==> src/rtl/tracker_pkg.sv <==
// tracker_pkg: steering encodings and FSM state type shared by the tracker and motor blocks
package tracker_pkg;
    typedef enum logic [1:0] {
        ST_STOP     = 2'b00,
        ST_LEFT     = 2'b01,
        ST_RIGHT    = 2'b10,
        ST_STRAIGHT = 2'b11
    } steer_t;

    typedef enum logic [1:0] {S_IDLE, S_TRACK, S_SEARCH, S_HALT} fsm_t;

    function automatic logic is_turn(steer_t s);
        return s == ST_LEFT || s == ST_RIGHT;
    endfunction
endpackage

==> src/rtl/sensor_debounce.sv <==
// sensor_debounce: accepts a raw sensor bit only after it has differed from the accepted value for DEBOUNCE_CYCLES cycles
//   clk, reset : clock, synchronous active-high reset
//   raw        : raw sensor bit (0 = line)
//   accepted   : debounced bit, resets to 1 (no line)
module sensor_debounce #(
    parameter int DEBOUNCE_CYCLES = 4
) (
    input  logic clk,
    input  logic reset,
    input  logic raw,
    output logic accepted
);
    localparam int CW = $clog2(DEBOUNCE_CYCLES + 1);

    logic [CW-1:0] cnt;

    // The edge that would bring cnt to DEBOUNCE_CYCLES is the accepting edge.
    always_ff @(posedge clk) begin
        if (reset) begin
            accepted <= 1'b1;
            cnt      <= '0;
        end else if (raw == accepted) begin
            cnt <= '0;
        end else if (cnt == CW'(DEBOUNCE_CYCLES - 1)) begin
            accepted <= raw;
            cnt      <= '0;
        end else begin
            cnt <= cnt + 1'b1;
        end
    end
endmodule

==> src/rtl/line_tracker_ctrl.sv <==
// line_tracker_ctrl: N-sensor debounced line-tracking steering controller with bounded lost-line search
//   clk, reset : clock, synchronous active-high reset
//   en         : run enable, 0 forces stop
//   track      : raw sensors, MSB leftmost, 0 = line detected
//   state      : registered steering command (00 stop, 01 left, 10 right, 11 straight)
//   lost       : registered, high while searching or halted
module line_tracker_ctrl
    import tracker_pkg::*;
#(
    parameter int N_SENSORS       = 5,
    parameter int DEBOUNCE_CYCLES = 4,
    parameter int LOST_TIMEOUT    = 1024
) (
    input  logic                 clk,
    input  logic                 reset,
    input  logic                 en,
    input  logic [N_SENSORS-1:0] track,
    output logic [1:0]           state,
    output logic                 lost
);
    localparam int C  = (N_SENSORS - 1) / 2;
    localparam int WW = $clog2(N_SENSORS);
    localparam int TW = LOST_TIMEOUT > 1 ? $clog2(LOST_TIMEOUT) : 1;

    logic [N_SENSORS-1:0] accepted;
    logic [N_SENSORS-1:0] line;
    logic [WW-1:0]        wl;
    logic [WW-1:0]        wr;
    logic                 present;
    steer_t               steer;
    steer_t               last_dir;
    fsm_t                 fsm;
    logic [TW-1:0]        cnt;

    for (genvar i = 0; i < N_SENSORS; i++) begin : g_db
        sensor_debounce #(.DEBOUNCE_CYCLES(DEBOUNCE_CYCLES)) u_db (
            .clk      (clk),
            .reset    (reset),
            .raw      (track[i]),
            .accepted (accepted[i])
        );
    end

    assign line    = ~accepted;
    assign present = |line;

    // Centre sensor contributes to neither side; equal weights (centre-only, crossing) steer straight.
    always_comb begin
        wl = '0;
        wr = '0;
        for (int k = C + 1; k < N_SENSORS; k++) wl = wl + WW'(line[k]);
        for (int k = 0; k < C; k++) wr = wr + WW'(line[k]);
        steer = !present ? ST_STOP : wl > wr ? ST_LEFT : wr > wl ? ST_RIGHT : ST_STRAIGHT;
    end

    // Outputs are loaded with the value belonging to the state being entered,
    // so they change on the same edge as the FSM. A present line always wins
    // over the search timeout.
    always_ff @(posedge clk) begin
        if (reset) begin
            fsm      <= S_IDLE;
            state    <= ST_STOP;
            lost     <= 1'b0;
            cnt      <= '0;
            last_dir <= ST_LEFT;
        end else if (!en) begin
            fsm   <= S_IDLE;
            state <= ST_STOP;
            lost  <= 1'b0;
        end else if (fsm == S_IDLE || present) begin
            fsm   <= S_TRACK;
            state <= steer;
            lost  <= 1'b0;
            if (is_turn(steer)) last_dir <= steer;
        end else begin
            case (fsm)
                S_TRACK: begin
                    fsm   <= S_SEARCH;
                    cnt   <= '0;
                    state <= last_dir;
                    lost  <= 1'b1;
                end
                S_SEARCH: begin
                    if (cnt == TW'(LOST_TIMEOUT - 1)) begin
                        fsm   <= S_HALT;
                        state <= ST_STOP;
                    end else begin
                        cnt <= cnt + 1'b1;
                    end
                end
                default: ;
            endcase
        end
    end
endmodule

==> config.mk <==
export PLATFORM = sky130hd
export DESIGN_NAME = line_tracker_ctrl
export DESIGN_NICKNAME = d
export VERILOG_FILES = /design/src/rtl/tracker_pkg.sv /design/src/rtl/sensor_debounce.sv /design/src/rtl/line_tracker_ctrl.sv
export SDC_FILE = /design/constraint.sdc
export NUM_CORES = 1
export LEC_CHECK = 0
export ABC_AREA = 1
export CAP_MARGIN = 15
export CORE_UTILIZATION = 55
export DETAILED_ROUTE_END_ITERATION = 8
export PLACE_DENSITY = 0.74
export SYNTH_ARGS = -nofsm -noshare
export SYNTH_HDL_FRONTEND = slang
export SYNTH_SLANG_ARGS = --single-unit
==> constraint.sdc <==
create_clock -name clk -period 3.5 [get_ports clk]
set_input_delay 0.525 -clock clk [delete_from_list [all_inputs] [get_ports clk]]
set_output_delay 0.525 -clock clk [all_outputs]
set_load 0.01 [all_outputs]
==> Yosys cells after proc, flatten, opt, wreduce, memory -nomap -nowiden <==
Index checks and enable logic that the tools add are counted.
Widths: inputs -> output; s select.
{ "word_totals": {"reg_bits": 37} }
{ "op_classes": {"add_sub_neg": 8, "n_lt_le_gt_ge": 2, "n_eq_ne": 18, "muxes": 11, "bitwise": 8, "reduce_logical": 22} }
{ "ops": {"columns": ["op", "n"], "rows": [
  ["$pmux 10 s2", 1],
  ["$reduce_or 3->1", 6],
  ["$add 3x1->3 const B", 5],
  ["$eq 3x2->1 const B", 5],
  ["$reduce_and 2->1", 7],
  ["$add 10x1->10 const B", 1],
  ["$eq 10x10->1 const B", 1],
  ["$mux 10", 1],
  ["$mux 2", 5],
  ["$pmux 2 s2", 2],
  ["$not 1->1", 7],
  ["$eq 1x1->1", 5],
  ["$not 5->5", 1],
  ["$reduce_or 5->1", 1],
  ["$add 1x1->2", 2],
  ["$eq 2x1->1 const B", 2],
  ["$eq 2x2->1 const B", 2],
  ["$gt 2x2->1", 2],
  ["$ne 2x2->1 const B", 2],
  ["$reduce_and 4->1", 1],
  ["$ne 3x3->1 const B", 1],
  ["$reduce_and 3->1", 1],
  ["$reduce_bool 3->1", 1],
  ["$logic_not 2->1", 1],
  ["4 further kinds", 6]
]} }

==> Longest topological paths before layout <==
{ "depth": {"depth_word": 9, "mapped_depth": 11, "ltp_nobuf": 11} }

==> Modules after synthesis <==
A second synthesis with hierarchy kept.
{ "hier_totals": {"cells_unflattened": 264, "area_unflattened_um2": 1930.6} }
{ "by_module_without_submodules": {"columns": ["mod", "instances", "cells_each", "area_per_inst_um2", "seq_area_each_um2"], "rows": [
  ["line_tracker_ctrl", 1, 169, 1104.8, 340.3],
  ["sensor_debounce", 5, 19, 165.2, 80.1]
]} }

==> Worst setup path after synthesis <==
OpenSTA, ideal clock, no wires.
{ "synth_timing": {"kind": "reg2reg", "startpoint": "reg g_db[0].u_db.accepted", "endpoint": "reg state[0]", "setup_time_ns": 0.116, "arrival_time_ns": 1.334, "path_slack_ns": 2.050, "path_stages_with_launch": 11, "period_less_slack_ns": 1.450, "cell_sequence": "dfxtp_1 inv_1 ha_1 ha_1 inv_1 o21bai_1 nand2_1 nand2_1 nand3_1 inv_1 nor2_1"} }
{ "synth_between": {"elab_chain_cells": 7, "word_cells_on_any_way": 13} }
{ "synth_rtl": {"columns": ["item", "line", "rtl"], "rows": [
  ["from (decl)", "sensor_debounce.sv:11", "output logic accepted"],
  ["from (signal assigned)", "sensor_debounce.sv:25", "accepted <= raw;"],
  ["$not 5->5 *", "line_tracker_ctrl.sv:44", "assign line = ~accepted;"],
  ["$add 1x1->2", "line_tracker_ctrl.sv:52", "for (int k = 0; k < C; k++) wr = wr + WW'(line[k]);"],
  ["$gt 2x2->1", "line_tracker_ctrl.sv:53", "steer = !present ? ST_STOP : wl > wr ? ST_LEFT : wr > wl ? ST_RIGHT : ST_STRAIGHT;"],
  ["$mux 1", "line_tracker_ctrl.sv:53", null],
  ["$mux 2 (2 in a row)", "line_tracker_ctrl.sv:53", null],
  ["$mux 2", "line_tracker_ctrl.sv:70", "end else if (fsm == S_IDLE || present) begin"],
  ["to (signal assigned)", "line_tracker_ctrl.sv:72", "state <= steer;"],
  ["to (signal assigned)", "line_tracker_ctrl.sv:80", "state <= last_dir;"],
  ["to (decl)", "line_tracker_ctrl.sv:18", "output logic [1:0] state,"]
]} }
Mark *: on every way between the ends. The rest lies on a longest branch, timed or not.
A chain may end at the register's enable or synchronous reset.

==> Worst setup path after layout <==
{ "layout_timing": {"startpoint": "reg fsm[0]", "endpoint": "reg cnt[1]"} }
{ "layout_between": {"elab_chain_cells": 4, "word_cells_on_any_way": 9} }
{ "layout_rtl": {"columns": ["item", "line", "rtl"], "rows": [
  ["from (decl)", "line_tracker_ctrl.sv:32", "fsm_t fsm;"],
  ["from (signal assigned)", "line_tracker_ctrl.sv:61", "fsm <= S_IDLE;"],
  ["from (signal assigned)", "line_tracker_ctrl.sv:67", "fsm <= S_IDLE;"],
  ["from (signal assigned)", "line_tracker_ctrl.sv:71", "fsm <= S_TRACK;"],
  ["parallel branches: the longest is 4 deep, another holds $reduce_and 4->1", null, null],
  ["to (signal assigned)", "line_tracker_ctrl.sv:88", "cnt <= cnt + 1'b1;"],
  ["to (decl)", "line_tracker_ctrl.sv:33", "logic [TW-1:0] cnt;"]
]} }
Parallel ways; which one is timed is not known.

==> metrics.yaml <==
power:
  totalPowerFinal_mw: 0.711
  power_density_nw_per_um2: 342
  ir_drop_mv: 0.238
  leakagePower_nw: 1.02
route:
  vias_per_cell: 4.80
  wl_um: 3050
  drc_errors: 0
  post_drt_wl_per_cell_um: 9.81
  dr_total_vias: 1494
  drt_iter0_markers: 59
  ant_nets: 0
  first_pass_iters: 6
timing:
  rsz0062_at_grt: "no"
  hold_slack_ns: 0.432
  report.final.hold_viol_count: 0
  fin_ws_ns: 1.70
  worst_slew_pin_slew_ns: 0.617
  fin_setup_tns_ns: 0
  finalClockSkew_ns: 0.00421
  maxSlewViolCount: 0
  timing.final.setup_violations: 0
  relSlewSlack_pct: 58.8
  fmax_ghz: 0.556
  fin_crit_ns: 1.80
  fin_crit_sh_pct: 51.3
synthesis:
  synth-edff-count: 0
  netlist_area_um2: 1920
  ys_warn_count: 0
  syn_area_per_cell_um2: 7.57
  ys_seq_area_share_pct: 38.7
  synthArstFlopShare_pct: 0
  synth.distinct_cells: 25
  synth_most_common_cell: "inv_1"
  syn_inst: 253
  ys.flop_type: "dfxtp_1"
  synth_area_leaders: "dfxtp_1 39%, ha_1 12%, inv_1 9.4%"
  synth_area_leader_cell: "dfxtp_1"
  synth-seq-cells: 37
  synth_nets: 280
  synth_common_cells: "48 x inv_1, 46 x nor2_1, 39 x nand2_1"
  synth_top_area_share_pct: 38.7
worst_setup_path:
  cp_max_fo: 15
  crit_family: "simple AND/OR/NAND/NOR gates"
  crit_arrival_ns: 2.05
  required_ns: 3.76
  crit_path_end_kind: "flip-flop"
  start_kind: "flip-flop"
  max_stage_delay_ns: 0.46
  path_depth: 8
  crit_chain: "inv_1 -> ha_1 -> nor3_4 -> nand3_4 -> inv_1 -> nand2_1 -> nand2_1 -> nor2_1"
  worstRegToRegCells: 8
  critical_path_class: "reg2reg"
  critical-path-slowest-cell: "nor3_4"
  crit_buf_inv: 2
global_route:
  grt.total_usage_pct: 19.5
  grt_pass1_wl_um: 5290
  grt_max_degree: 18
  antenna_found_initial: 0
  overflow: 0
  grt_pass1_vias: 1309
floorplanning:
  rows: 21
  dieHeight_um: 61.0
  core-area_um2: 3340
  start_util_pct: 57.4
  chipWidth_um: 61.0
  fp.dieArea_um2: 3720
  io_pins: 11
clocking:
  cts_inserted_buffers: 5
  clk_pin_slew_ns: 0.11
  cts_resized: 0
  clock_path_buffers: 2
  cts_root_buf: "clkbuf_4"
  post_cts.repair.setup_buffers: 0
  clk_latency_ns: 0.34
  cts_hold_buffers: 0
  htree_levels: 2
  cts_num_sinks: 37
  cts_tree: "done"
final_layout:
  num_antenna_cells: 0
  finalNetCount: 293
  drive_gt1_share_pct: 6.79
  final_cell_area_um2: 2080
  fillCellCount: 324
  area_growth_pct: 8.62
  fin_cells: 311
  final_core_util_pct: 62.4
placement:
  placed_cells: 305
  placed_area_um2: 2040
  post-dp-hpwl_um: 2270
  portBuffers: 10
  dp_slack_ns: 1.44
  gp_congestion: 0.757
job:
  max-cap-violations: 0
hold_path:
  hold_depth: 1
  hold_path.class: "reg2reg"
status:
  status: "completed"
==> registers in the layout, summed over array words and instances (netlist names) <==
register	count
last_dir	2
cnt	10
g_db.u_db.accepted	5
g_db.u_db.cnt	15
fsm	2
state	2
lost	1
==> worst paths after layout <==
check | slack, ns | startpoint | endpoint
setup / recovery | 1.70 | fsm[0]$_SDFFE_PP0P_ | cnt[1]$_SDFFE_PP0P_
hold / removal | 0.43 | g_db[1].u_db.cnt[0]$_SDFF_PP0_ | g_db[1].u_db.cnt[0]$_SDFF_PP0_
setup reg to reg | 1.70 | fsm[0]$_SDFFE_PP0P_ | cnt[1]$_SDFFE_PP0P_
hold reg to reg | 0.43 | g_db[1].u_db.cnt[0]$_SDFF_PP0_ | g_db[1].u_db.cnt[0]$_SDFF_PP0_
==> worst reg2reg max path: stages, from the launching register on <==
cell and delay, ns:
dfxtp_1 0.35, inv_1 0.08, ha_1 0.24, nor3_4 0.46
nand3_4 0.28, inv_1 0.15, nand2_1 0.06, nand2_1 0.05
nor2_1 0.05
==> logic make-up after synthesis <==
logic type	count (synthesis)	share of synthesized area, %
buf+inv	53	11.4
flops	37	38.7
fa+ha+maj	19	12.4
compound gates	35	10.8
simple gates	109	26.7
==> final cells by class <==
class                   count  area [um2]  share of cell area [%]
repair buffers             10         100                    4.81
clock buffers               5        37.5                    1.80
clock inverters             1        5.00                   0.241
flip-flops and latches     37         741                    35.6
well taps                  46        57.6                    2.77
inverters                  49         184                    8.84
multi-input cells         163         956                    45.9
==> power breakdown <==
part / total, mW / internal [mW] / switching, mW
Combinational: 0.0689 / 0.0297 / 0.0392
Sequential: 0.437 / 0.431 / 0.00564
Clock: 0.205 / 0.0697 / 0.136
Total: 0.711 / 0.531 / 0.181
==> cell usage in the layout, fill, tap and decap left out, types with 8 or more instances in the layout <==
cell type	synthesis	routed
a21oi_1	15	15
clkdlybuf4s50_1	0	10
dfxtp_1	37	37
ha_1	19	19
inv_1	48	48
nand2_1	39	39
nand3_1	11	11
nor2_1	46	46
o21ai_0	8	8
==> metal layers <==
metal / part of all wire [%] / global-route usage [%] / vias up
met5: 0 / 0 / -
met4: 1.9 / 7.79 / 0
met3: 3.2 / 6.30 / 5
met2: 44 / 33.6 / 19
met1: 51 / 22.6 / 646
li1: - / - / 824
(Power assumes the default switching activity.)
